===== src/rtl/qpi_line_burst.sv =====
// qpi_line_burst: turns one cache-line fill or writeback request into a
// burst of word accesses on the qpi_* adapter interface.
//
// Optional feature macro: QPI_CRITICAL_WORD_FIRST_EN
//   defined   - fills start at req_addr's word and wrap within the line
//   undefined - every burst starts at word 0 of the line
//
// Ports:
//   clk, rst        clock, synchronous active-high reset
//   req_*           line request handshake from the cache controller
//   wr_idx/wr_data  writeback word index out, cache word in (combinational)
//   rd_*            fill word strobe, index and data back to the cache
//   busy, done      transfer in progress / one-cycle completion pulse
//   qpi_*           word-access interface to the QPI adapter
module qpi_line_burst #(
   parameter int  LINE_WORDS = 8,
   parameter int  AW         = 25,
   localparam int CW         = $clog2(LINE_WORDS)
) (
   input  logic          clk,
   input  logic          rst,
   input  logic          req_valid,
   input  logic          req_we,
   input  logic [AW-1:0] req_addr,
   output logic          req_ready,
   output logic [CW-1:0] wr_idx,
   input  logic [31:0]   wr_data,
   output logic          rd_valid,
   output logic [CW-1:0] rd_idx,
   output logic [31:0]   rd_data,
   output logic          busy,
   output logic          done,
   output logic          qpi_do_read,
   output logic          qpi_do_write,
   output logic [AW-1:0] qpi_addr,
   output logic [31:0]   qpi_wdata,
   input  logic [31:0]   qpi_rdata,
   input  logic          qpi_next_word,
   input  logic          qpi_is_idle
);

   typedef enum logic [1:0] {
      ST_IDLE,
      ST_XFER,
      ST_DONE
   } state_t;

   state_t        state;
   state_t        state_nx;
   logic          we_r;
   logic [AW-1:0] base_r;
   logic [CW-1:0] start_r;
   logic [CW:0]   cnt;

   logic [CW-1:0] cur_idx;
   logic [CW-1:0] idx;
   logic          last;
   logic          accept;
   logic          word_ack;

   // Index of the word currently in flight.
   assign cur_idx = start_r + cnt[CW-1:0];

   // The adapter latches address/data for the following word in the same
   // cycle it acks the current one, so the index looks one word ahead on
   // next_word. CW-bit addition gives the wrap within the line.
   assign idx = cur_idx + CW'(qpi_next_word);

   assign last = (cnt == (CW+1)'(LINE_WORDS-1)) && qpi_next_word;

   assign accept   = (state == ST_IDLE) && req_valid && qpi_is_idle;
   assign word_ack = (state == ST_XFER) && qpi_next_word;

   assign qpi_wdata = wr_data;

   always_ff @(posedge clk) begin
      if (rst) begin
         state    <= ST_IDLE;
         cnt      <= '0;
         we_r     <= 1'b0;
         base_r   <= '0;
         start_r  <= '0;
         rd_valid <= 1'b0;
         rd_idx   <= '0;
         rd_data  <= '0;
      end else begin
         state    <= state_nx;
         rd_valid <= 1'b0;
         if (accept) begin
            we_r   <= req_we;
            base_r <= req_addr & ~AW'(LINE_WORDS-1);
            cnt    <= '0;
`ifdef QPI_CRITICAL_WORD_FIRST_EN
            start_r <= req_we ? '0 : req_addr[CW-1:0];
`else
            start_r <= '0;
`endif
         end
         if (word_ack) begin
            cnt <= cnt + 1'b1;
            if (!we_r) begin
               rd_valid <= 1'b1;
               rd_data  <= qpi_rdata;
               rd_idx   <= cur_idx;
            end
         end
      end
   end

   always_comb begin
      state_nx     = state;
      req_ready    = 1'b0;
      busy         = 1'b0;
      done         = 1'b0;
      qpi_do_read  = 1'b0;
      qpi_do_write = 1'b0;
      qpi_addr     = '0;
      wr_idx       = '0;
      unique case (state)
         ST_IDLE: begin
            req_ready = qpi_is_idle;
            if (accept) state_nx = ST_XFER;
         end
         ST_XFER: begin
            busy = 1'b1;
            // Drop the request with the final ack so the adapter does not
            // start one access past the end of the line.
            qpi_do_read  = !we_r && !last;
            qpi_do_write = we_r && !last;
            qpi_addr     = base_r | AW'(idx);
            wr_idx       = idx;
            if (last) state_nx = ST_DONE;
         end
         ST_DONE: begin
            busy     = 1'b1;
            done     = 1'b1;
            state_nx = ST_IDLE;
         end
         default: state_nx = ST_IDLE;
      endcase
   end

endmodule


===== config.mk =====
export PLATFORM = sky130hd
export DESIGN_NAME = qpi_line_burst
export DESIGN_NICKNAME = d
export VERILOG_FILES = /design/src/rtl/qpi_line_burst.sv
export SDC_FILE = /design/constraint.sdc
export NUM_CORES = 1
export LEC_CHECK = 0
export BUFFER_PORTS_ARGS = -buffer_cell sky130_fd_sc_hd__buf_2
export CAP_MARGIN = 0
export CORE_AREA = 2 2 116 73
export CTS_CLUSTER_DIAMETER = 150
export DETAILED_ROUTE_END_ITERATION = 7
export DIE_AREA = 0 0 118 75
export PLACE_DENSITY_LB_ADDON = 0.3
export RECOVER_POWER = 25
export SYNTH_ARGS = -nofsm -noshare
export SYNTH_HDL_FRONTEND = slang
export SYNTH_SLANG_ARGS = --single-unit

===== constraint.sdc =====
create_clock -name clk -period 1.3 [get_ports clk]
set_clock_uncertainty 0.05 [all_clocks]
set_input_delay 0.065 -clock clk [delete_from_list [all_inputs] [get_ports clk]]
set_output_delay 0.065 -clock clk [all_outputs]
set_load 0.01 [all_outputs]

==> reports/qor.csv, run 1 <==
metric,value,unit
Core Region,7726,um^2
Via density,4.652,
worst vdd ir,0.0006337,V
"Clk Latency, worst-skew pair",0.32,ns
power per cell area,1477,nW/um^2
synthesis-stage register bit count,65,
mux cell area share after synthesis,0.3450,%
CTS Sinks,65,
worst slew margin relative to its limit,78.86,%
multi-input logic area,1504,um^2
Area growth syn-to-layout,78.01,%
max-cap check violation count,0,
CP Max Fanout,6,
Vias,3047,
First DRT Iteration DRCs,148,
DRT antenna net count,0,
Wirelength per Cell,15.03,um
H-Tree Depth,3,
Yosys top cell area share,44.85,%
nets@finish,644,
share of cells above drive strength 1,47.71,%
Yosys top cell by area,dfxtp_1,
Pleak,2.299,nW
clock slew at reported path FFs,0.06,ns
global routing's busiest layer,met2,
num ports,196,
min cycle time layout,1.533,ns
largest family of logic cells by synthesized area,simple AND/OR/NAND/NOR gates,
Final setup viols,96,
die height,75,um
fin worst setup slack,-0.2326,ns
Post-Synth Simple-Gate Area,25.14,%
grt met2 use,32.75,%
initial antenna violation count,0,
RePlAce Congestion,0.7572,
Max Clock Freq,652.5,MHz
failing checks,setup timing,
Avg Inst Size Synth,7.928,um^2
crit path launch type,flip-flop,
CP required,1.49,ns
synth warn,0,
CP Capture Type,flip-flop,
"Period Utilization, post-route",117.9,%
Setup CP Type,reg2reg,
fill cell count,578,
Power Total,7.626,mW
Total GRT Usage,18.99,%
Tightest Hold Check Type,in2reg,
vias in the first global route,2826,
TritonCTS Buffers,9,
Synth Area in Compound Gates,12.20,%
IO Port Bufs,128,
GR met3 Demand/Resource,5.985,%
Syn Inst Count,366,
Die ar.,8850,um^2
RSZ-0062 raised after global routing,true,
post-route cell area,5165,um^2
mapped cell area,2902,um^2
met1 usage,23.08,%
unique cell type count in the Yosys netlist,30,
first-pass GRT wire length,13.38,mm
Synth Area in XOR/XNOR,0.3019,%
Synth area leaders,"dfxtp_1, nand2_1, a21oi_1",
largest net degree at the start of global routing,36,
Worst Path Arrival,1.73,ns
Inserted Diodes,0,
Residual DRC,0,
adder and majority cell fraction of the synthesized area,3.019,%
CTS tree,built,
Rows,25,
Max Slew Vio Count,0,
Pre-Repair DR Iteration Count,4,
total grt overflow,0,
Synthesized Nets,468,
Post-DP Area,3505,um^2
Reg area,1311,um^2
routed wire length,9.843,mm
Die Width,118,um
outcome,finished with violations,
Worst Tran Pin Value,0.3166,ns
worst-case clock buffer depth,2,
final hold viol count,0,
sequential area share after synthesis,44.85,%
root buffer cell,clkbuf_16,
detailed-placement wirelength estimate,5.073,mm
Initial Util,37.55,%
area by class of cell:
class | count | share of cell area (%)
Clock inverter | 7 | 1.381
Timing Repair Buffer | 225 | 36.94
Tap cell | 108 | 2.616
Clock buffer | 9 | 4.360
Sequential cell | 65 | 25.39
Multi-Input combinational cell | 239 | 29.12
Inverter | 2 | 0.1938
state kept, by name, summed over array words and instances (netlist names):
name      cells
rd_data      32
state         2
base_r       22
we_r          1
cnt           4
rd_idx        3
rd_valid      1
kinds of logic (layout without fill, tap and decap cells):
group                    count (synthesis)  after routing
multiplexers                             1              1
flip-flops                              65             65
AO/OA/AOI/OAI                           67             67
buffers and inverters                   62            243
adder cells (fa/ha/maj)                  7              7
AND/OR/NAND/NOR                        163            163
XOR/XNOR                                 1              1
placed cells by master (no fill, tap or decap), drive strengths merged, types with 3 or more instances in the layout:
| cell type | n |
|---|---|
| clkbuf | 14 |
| a21oi | 61 |
| nand3 | 6 |
| clkinvlp | 3 |
| buf | 165 |
| dfxtp | 65 |
| nand2 | 119 |
| dlygate4sd3 | 55 |
| and2 | 26 |
| clkinv | 3 |
| ha | 7 |
path summary, 6_finish.rpt:
path         startpoint    endpoint  slack, ns  cells past startpoint
max            state[1]      cnt[3]      -0.23                      7
min                 rst    rd_valid       0.04                      2
max reg2reg    state[1]      cnt[3]      -0.23                      7
min reg2reg  base_r[24]  base_r[24]       0.40                      2
worst max-delay path, stage by stage, from the launching register on:
cell     delay, ns
dfxtp_2       0.32
inv_2         0.07
ha_4          0.20
buf_6         0.12
buf_4         0.14
nand2_4       0.08
or3_1         0.34
a31oi_1       0.14
power breakdown:
group	switching [mW]	internal [mW]	leakage, nW
Sequential	0.132	2.22	0.530
Clock	0.868	1.48	0.137
Combinational	1.36	1.58	1.63
layer usage:
| metal | share of wire [%] | wire length, um | up-vias |
|---|---|---|---|
| met2 | 50 | 4912 | 116 |
| met5 | 0 | 0 | - |
| met3 | 4.6 | 448 | 4 |
| met4 | 0.39 | 38 | 0 |
| met1 | 45 | 4444 | 1428 |
| li1 | - | - | 1499 |
stage by stage:
step / cells / setup TNS [ns] / hold slack (ns) / setup slack [ns] / util [%]
floorplan: 366 / -0.7442 / 0.1510 / -0.03008 / -
global placement: 562 / -0.01958 / 0.08007 / -0.01800 / 45.36
detailed placement: 562 / -0.3420 / 0.08007 / -0.06263 / 45.36
CTS: 643 / -12.84 / 0.04266 / -0.2108 / 61.33
global route: 655 / -19.16 / 0.05625 / -0.2766 / 66.85
finish: 655 / -13.47 / 0.04448 / -0.2326 / 66.85
synth_stat cells:
library cell / count
a211oi_1: 1
a211oi_2: 1
a21oi_1: 61
a22o_1: 1
a31oi_1: 2
and2_1: 26
and3_1: 1
and3_2: 1
and3b_1: 1
buf_1: 2
buf_2: 10
buf_4: 38
buf_6: 3
clkbuf_1: 7
dfxtp_1: 65
ha_1: 7
inv_1: 2
mux2i_1: 1
nand2_1: 118
nand2_2: 1
nand2b_1: 2
nand3_1: 6
nand3b_2: 1
nand4_1: 1
nand4b_2: 1
nor2_1: 2
o21a_1: 1
or2_2: 1
or3_1: 1
xor2_1: 1
what timing repair did:
action,CTS,global route
setup buffers,7,7
endpoints found under the setup margin,83,98
hold buffers,55,0
resized for setup,60,59
cloned,4,8
pin swaps,18,13
hold endpoints to repair,55,0
No activity file was read; power rests on OpenSTA's default activity.
==> run 2, diff against run 1 <==
- CTS_CLUSTER_DIAMETER: 150 -> default
- PLACE_DENSITY: default -> 0.87
- PLACE_DENSITY_LB_ADDON: 0.3 -> default
- SKIP_LAST_GASP: default -> 1
==> run 2 against run 1 <==
Effect of this change:
- the run still ends with setup timing left
- critical path depth unchanged
- sequential power about the same
- sequential cell count unchanged
- worst hold slack improved by 0.036 ns
- clock-buffer cell count increased by 2
- core utilization increased by 3.7 points
- total power increased by 9.1%
- combinational power increased by 12%
- non-clock buffer count increased by 3
- wire length increased by 16%
- critical endpoint is now rd_data[12]
==> reports/qor.csv, run 2 (synthesized netlist as in run 1, its figures left out) <==
metric,value,unit,change
Worst Path Arrival,1.77,ns,+0.04 ns
Residual DRC,0,,unchanged
post-route cell area,5450,um^2,+5.5%
Via density,4.971,,+6.9%
Rows,25,,unchanged
Setup CP Type,reg2reg,,
outcome,finished with violations,,
failing checks,setup timing,,
Power Total,8.321,mW,+9.1%
initial antenna violation count,0,,unchanged
"Clk Latency, worst-skew pair",0.33,ns,about the same
DRT antenna net count,0,,unchanged
clock network power share,31.9,%,+1.1 points
Initial Util,37.55,%,unchanged
TNS Setup,-14.77,ns,-1.297 ns
biggest regs,"rd_data x32, base_r x22, cnt x4",,
"Period Utilization, post-route",120.1,%,+2.3 points
CP Capture Type,flip-flop,,
reg2reg path depth,7,,unchanged
min cycle time layout,1.562,ns,+0.02926 ns
DR top layer,met4,,
Worst Tran Pin Value,0.4616,ns,+0.1449 ns
nets@finish,647,,+0.47%
CTS Sinks,65,,unchanged
Hold Path Stages,0,,-2
Internal,5.684,mW,+7.8%
vias in the first global route,3290,,+16%
CP Max Fanout,5,,-1
RSZ-0062 raised after global routing,true,,
max-cap check violation count,0,,unchanged
Net Switching,2.637,mW,+12%
WHS Endpoint,qpi_wdata[16],,
final hold viol count,0,,unchanged
IO Port Bufs,128,,unchanged
num ports,196,,unchanged
Wirelength per Cell,17.31,um,+15%
met2 wire len,5.795,mm,+18%
TritonCTS Buffers,9,,unchanged
Sw Ratio,31.69,%,+0.80 points
launch point of the worst reg-to-reg path,state[1],,
Flop pwr share,28.6,%,-2.2 points
Setup WS pre-CTS,-0.1470,ns,-0.08434 ns
H-Tree Depth,3,,unchanged
power per cell area,1527,nW/um^2,+3.4%
Largest register FFs,32,,unchanged
Pre-Repair DR Iteration Count,4,,unchanged
die height,75,um,unchanged
fill cell count,541,,-6.4%
Core Region,7726,um^2,unchanged
worst slew margin relative to its limit,69.23,%,-9.6 points
hold path startpoint,wr_data[16],,
Final setup viols,97,,+1.0%
CTS tree,built,,
Max Slew Vio Count,0,,unchanged
worst-case clock buffer depth,2,,unchanged
Pleak,2.504,nW,+8.9%
total grt overflow,0,,unchanged
crit path launch type,flip-flop,,
internal reg-to-reg setup slack,-0.26,ns,-0.03 ns
routed wire length,11.39,mm,+16%
Vias,3271,,+7.4%
largest net degree at the start of global routing,33,,-8.3%
Post-DP Area,3477,um^2,-0.79%
Biggest register,rd_data,,
Worst R2R End,rd_data[12],,
Die ar.,8850,um^2,unchanged
met1 wire length,4.621,mm,+4.0%
origin of the worst setup path,state[1],,
Tightest Hold Check Type,in2out,,
clock slew at reported path FFs,0.06,ns,about the same
Comb power frac,39.6,%,+1.1 points
most frequent cells in the layout,"buf_2, dfxtp_1, dlygate4sd3_1",,
worst vdd ir,0.0009124,V,+44%
CP required,1.51,ns,+0.02 ns
Inserted Diodes,0,,unchanged
First DRT Iteration DRCs,111,,-25%
first-pass GRT wire length,16.56,mm,+24%
root buffer cell,clkbuf_16,,
Max Clock Freq,640.3,MHz,-1.9%
hold_ws,0.08000,ns,+0.03552 ns
"commonest non-fill, non-tap cell in the layout",buf_2,,
RePlAce Congestion,0.7636,,+0.85%
fin worst setup slack,-0.2619,ns,-0.02926 ns
share of cells above drive strength 1,57.45,%,+9.7 points
metal3 WL,695,um,+55%
Total GRT Usage,24.74,%,+5.8 points
Die Width,118,um,unchanged
detailed-placement wirelength estimate,5.492,mm,+8.3%
Area growth syn-to-layout,87.84,%,
-- run 2: changes by cell type in the layout (fill, tap and decap cells not counted), moves of 17 or more --
cell	delta
nand2_2	+21
a21oi_2	+17
a21oi_1	-17
nand2_1	-52
buf_6	-18
nand2_4	+31
-- run 2: cell type report --
class / count / area, um^2 / share of cell area (%)
Timing Repair Buffer: 228 / 1881 / 34.50
Multi-Input combinational cell: 239 / 1782 / 32.69
Sequential cell: 65 / 1313 / 24.08
Clock buffer: 11 / 252.7 / 4.637
Tap cell: 108 / 135.1 / 2.479
Clock inverter: 5 / 77.57 / 1.423
Inverter: 2 / 10.01 / 0.1837
-- run 2: through the flow --
| step | utilization (%) | instances |
|---|---|---|
| floorplan | - | 366 |
| global placement | 45.00 | 560 |
| detailed placement | 45.00 | 560 |
| CTS | 67.01 | 654 |
| global route | 70.54 | 658 |
| finish | 70.54 | 658 |
-- run 2: worst max-delay path, stage by stage, from the launching register on --
cell	delay, ns
dfxtp_4	0.35
inv_4	0.07
ha_4	0.18
and3b_2	0.32
buf_6	0.17
buf_12	0.14
nand2_1	0.07
a21oi_2	0.12
-- run 2: metal layers --
metal | track usage, % | up-vias
li1 | - | 1506
met1 | 28.00 | 1580
met2 | 42.76 | 157
met3 | 9.091 | 28
met4 | 12.05 | 0
met5 | 0 | -
-- run 2: power by group through the flow --
stage | sequential (mW) | clock (mW) | combinational, mW
final | 2.38 | 2.65 | 3.29
after CTS | 2.36 | 2.68 | 2.90
after floorplan | 2.40 | 0 | 1.08
after global routing | 2.40 | 2.79 | 3.45
after detailed placement | 2.36 | 0 | 1.61
after global placement | 2.35 | 0 | 1.54
-- run 2: what timing repair did --
item                       4_1_cts  5_1_grt
buffers inserted                12        8
gates cloned                    10        0
hold buffers                    56        0
hold endpoints to repair        59        0
gates resized for setup        113       87
pin swaps                       48       45
setup endpoints to repair       94       98
-- run 2: worst max-delay path by stage --
stage / to / slack (ns)
2_1_floorplan: rd_idx[2] / -0.03
3_3_place_gp: state[1] / 0.005
3_5_place_dp: state[1] / -0.15
4_1_cts: qpi_addr[2] / -0.21
5_1_grt: rd_data[12] / -0.29
6_report: rd_data[12] / -0.26
==> run 3, diff against run 2 <==
- CORE_AREA: 2 2 116 73 -> 2 2 91 93
- DIE_AREA: 0 0 118 75 -> 0 0 93 95
- PLACE_DENSITY: 0.87 -> 0.86
==> run 3 against run 2 <==
Effect of this change:
- the flow still finishes with violations (setup timing)
- die area is 0.17% lower
- largest cell class unchanged
- cell count is 0.46% lower
- global-route usage is 1.4 points lower
- final area is 7.3% lower
- maximum frequency is 1.7% higher
- combinational power is 9.4% lower
- sequential cell count stayed put
- total power is 14% lower
- core utilization is 6.8 points lower
- worst hold slack worse by 0.061 ns
- largest power group unchanged
- critical path type unchanged
- clock-buffer cell count is 2 higher
==> reports/qor.csv, run 3 (synthesized netlist as in run 1, its figures left out) <==
metric,value,unit,change
Wirelength per Cell,16.68,um,-3.6%
power per cell area,1416,nW/um^2,-7.3%
detailed-placement wirelength estimate,5.106,mm,-7.0%
Via density,4.933,,-0.77%
"commonest non-fill, non-tap cell in the layout",buf_2,,
"Clk Latency, worst-skew pair",0.32,ns,about the same
Initial Util,36.60,%,-0.95 points
biggest regs,"rd_data x32, base_r x22, cnt x4",,
Vias,3231,,-1.2%
Worst R2R End,rd_data[0],,
Max Slew Vio Count,0,,unchanged
WHS Endpoint,state[0],,
vias in the first global route,3328,,+1.2%
RSZ-0062 raised after global routing,true,,
CP Max Fanout,8,,+3
CP required,1.46,ns,-0.05 ns
Flop pwr share,32.9,%,+4.3 points
Hold Path Stages,3,,+3
Net Switching,2.273,mW,-14%
Max Clock Freq,651.3,MHz,+1.7%
clock slew at reported path FFs,0.07,ns,about the same
hold path startpoint,rst,,
largest net degree at the start of global routing,65,,+97%
Worst Tran Pin Value,0.3463,ns,-0.1153 ns
failing checks,setup timing,,
worst-case clock buffer depth,2,,unchanged
nets@finish,648,,+0.15%
TritonCTS Buffers,9,,unchanged
Rows,33,,+32%
routed wire length,10.93,mm,-4.1%
fin worst setup slack,-0.2354,ns,+0.02645 ns
final core occ,63.73,%,-6.8 points
Internal,4.880,mW,-14%
Core Region,7928,um^2,+2.6%
DRT antenna net count,0,,unchanged
Residual DRC,0,,unchanged
Final setup viols,96,,-1.0%
clock network power share,25.5,%,-6.4 points
Die ar.,8835,um^2,-0.17%
Tightest Hold Check Type,in2reg,,
Inserted Diodes,0,,unchanged
TNS Setup,-14.00,ns,+0.7721 ns
internal reg-to-reg setup slack,-0.24,ns,+0.03 ns
max-cap check violation count,0,,unchanged
num ports,196,,unchanged
Largest register FFs,32,,unchanged
Sw Ratio,31.78,%,+0.086 points
CP Capture Type,flip-flop,,
first-pass GRT wire length,15.96,mm,-3.6%
root buffer cell,clkbuf_8,,
Pleak,2.334,nW,-6.8%
CTS Sinks,65,,unchanged
share of cells above drive strength 1,49.09,%,-8.4 points
Comb power frac,41.6,%,+2.0 points
Total GRT Usage,23.34,%,-1.4 points
Biggest register,rd_data,,
Die Width,93,um,-21%
Setup CP Type,reg2reg,,
CTS tree,built,,
First DRT Iteration DRCs,116,,+4.5%
worst slew margin relative to its limit,76.92,%,+7.7 points
"Period Utilization, post-route",118.1,%,-2.0 points
launch point of the worst reg-to-reg path,state[1],,
min cycle time layout,1.535,ns,-0.02645 ns
IO Port Bufs,128,,unchanged
crit path launch type,flip-flop,,
outcome,finished with violations,,
Setup WS pre-CTS,-0.1311,ns,+0.01587 ns
H-Tree Depth,3,,unchanged
Pre-Repair DR Iteration Count,6,,+2
RePlAce Congestion,0.7456,,-2.4%
most frequent cells in the layout,"buf_2, nand2_1, dfxtp_1",,
die height,95,um,+27%
reg2reg path depth,8,,+1
initial antenna violation count,0,,unchanged
total grt overflow,0,,unchanged
final hold viol count,0,,unchanged
Worst Path Arrival,1.69,ns,-0.08 ns
worst vdd ir,0.0007677,V,-16%
Placed Instances,555,,-0.89%
Final Non-Filler Cells,655,,-0.46%
Area growth syn-to-layout,74.13,%,
run 3: changes by cell type in the layout (fill, tap and decap cells not counted), moves of 2 or more:
cell	change
nand2_1	+26
clkbuf_8	+11
a21oi_2	-20
nand2_2	-7
nor2_1	+2
nand2_4	-19
a21oi_1	+20
buf_16	-3
buf_6	+10
dfxtp_2	+2
clkbuf_16	-8
buf_8	-4
run 3: cell type report:
class | instances | area (um^2)
fillers | 636 | 2875
repair buffers | 229 | 1838
multi-input cells | 239 | 1545
flip-flops and latches | 65 | 1311
clock buffers | 13 | 178.9
well taps | 105 | 131.4
clock inverters | 2 | 35.03
inverters | 2 | 12.51
run 3: metrics by stage:
step / power [mW] / hold slack (ns) / cell area (um^2)
after global placement: 3.884 / 0.08007 / 3458
after global routing: 7.488 / 0.01622 / 5052
final: 7.153 / 0.01876 / 5052
after floorplan: 3.481 / 0.1510 / 2937
after CTS: 7.037 / 0.004779 / 4962
after detailed placement: 3.936 / 0.08007 / 3458
run 3: how the worst max path moves through the flow:
stage,start,endpoint,slack (ns),depth (start not counted)
after floorplan,state[1],rd_idx[2],-0.03,8
after detailed placement,state[0],base_r[4],-0.13,6
after CTS,cnt[0],qpi_addr[2],-0.24,5
final,state[1],rd_data[0],-0.24,8
after global routing,state[1],rd_data[0],-0.29,8
after global placement,state[1],state[1],-0.05,5
run 3: critical path, cell delays in order (launching register included):
cell,delay (ns)
dfxtp_2,0.35
inv_4,0.05
ha_4,0.18
buf_12,0.13
and3b_2,0.25
buf_6,0.14
buf_16,0.12
nand2_1,0.08
a21oi_2,0.06
run 3: repair_timing:
| item | CTS | global route |
|---|---|---|
| pin swaps | 30 | 16 |
| setup buffers | 19 | 5 |
| gates cloned | 10 | 1 |
| hold buffers | 55 | 0 |
| gates resized for setup | 93 | 42 |
| setup endpoints to repair | 94 | 98 |
| endpoints found under the hold margin | 55 | 0 |
run 3: per-layer routing:
layer  vias up  global-route usage, %  share of wire (%)  wire length, um
li1       1498                      -                  -                -
met1      1537                  25.49                 37             4090
met2       152                  40.88                 52             5715
met3        44                  6.624                5.5              605
met4         0                  12.87                4.7              514
met5         -                      0                  0                0
run 3: power by group through the flow:
stage                     Sequential [mW]  Clock (mW)  Combinational, mW
after global placement               2.35           0               1.53
final                                2.35        1.83               2.98
after detailed placement             2.36           0               1.57
after CTS                            2.33        1.87               2.84
after global routing                 2.37        1.93               3.19
after floorplan                      2.40           0               1.08
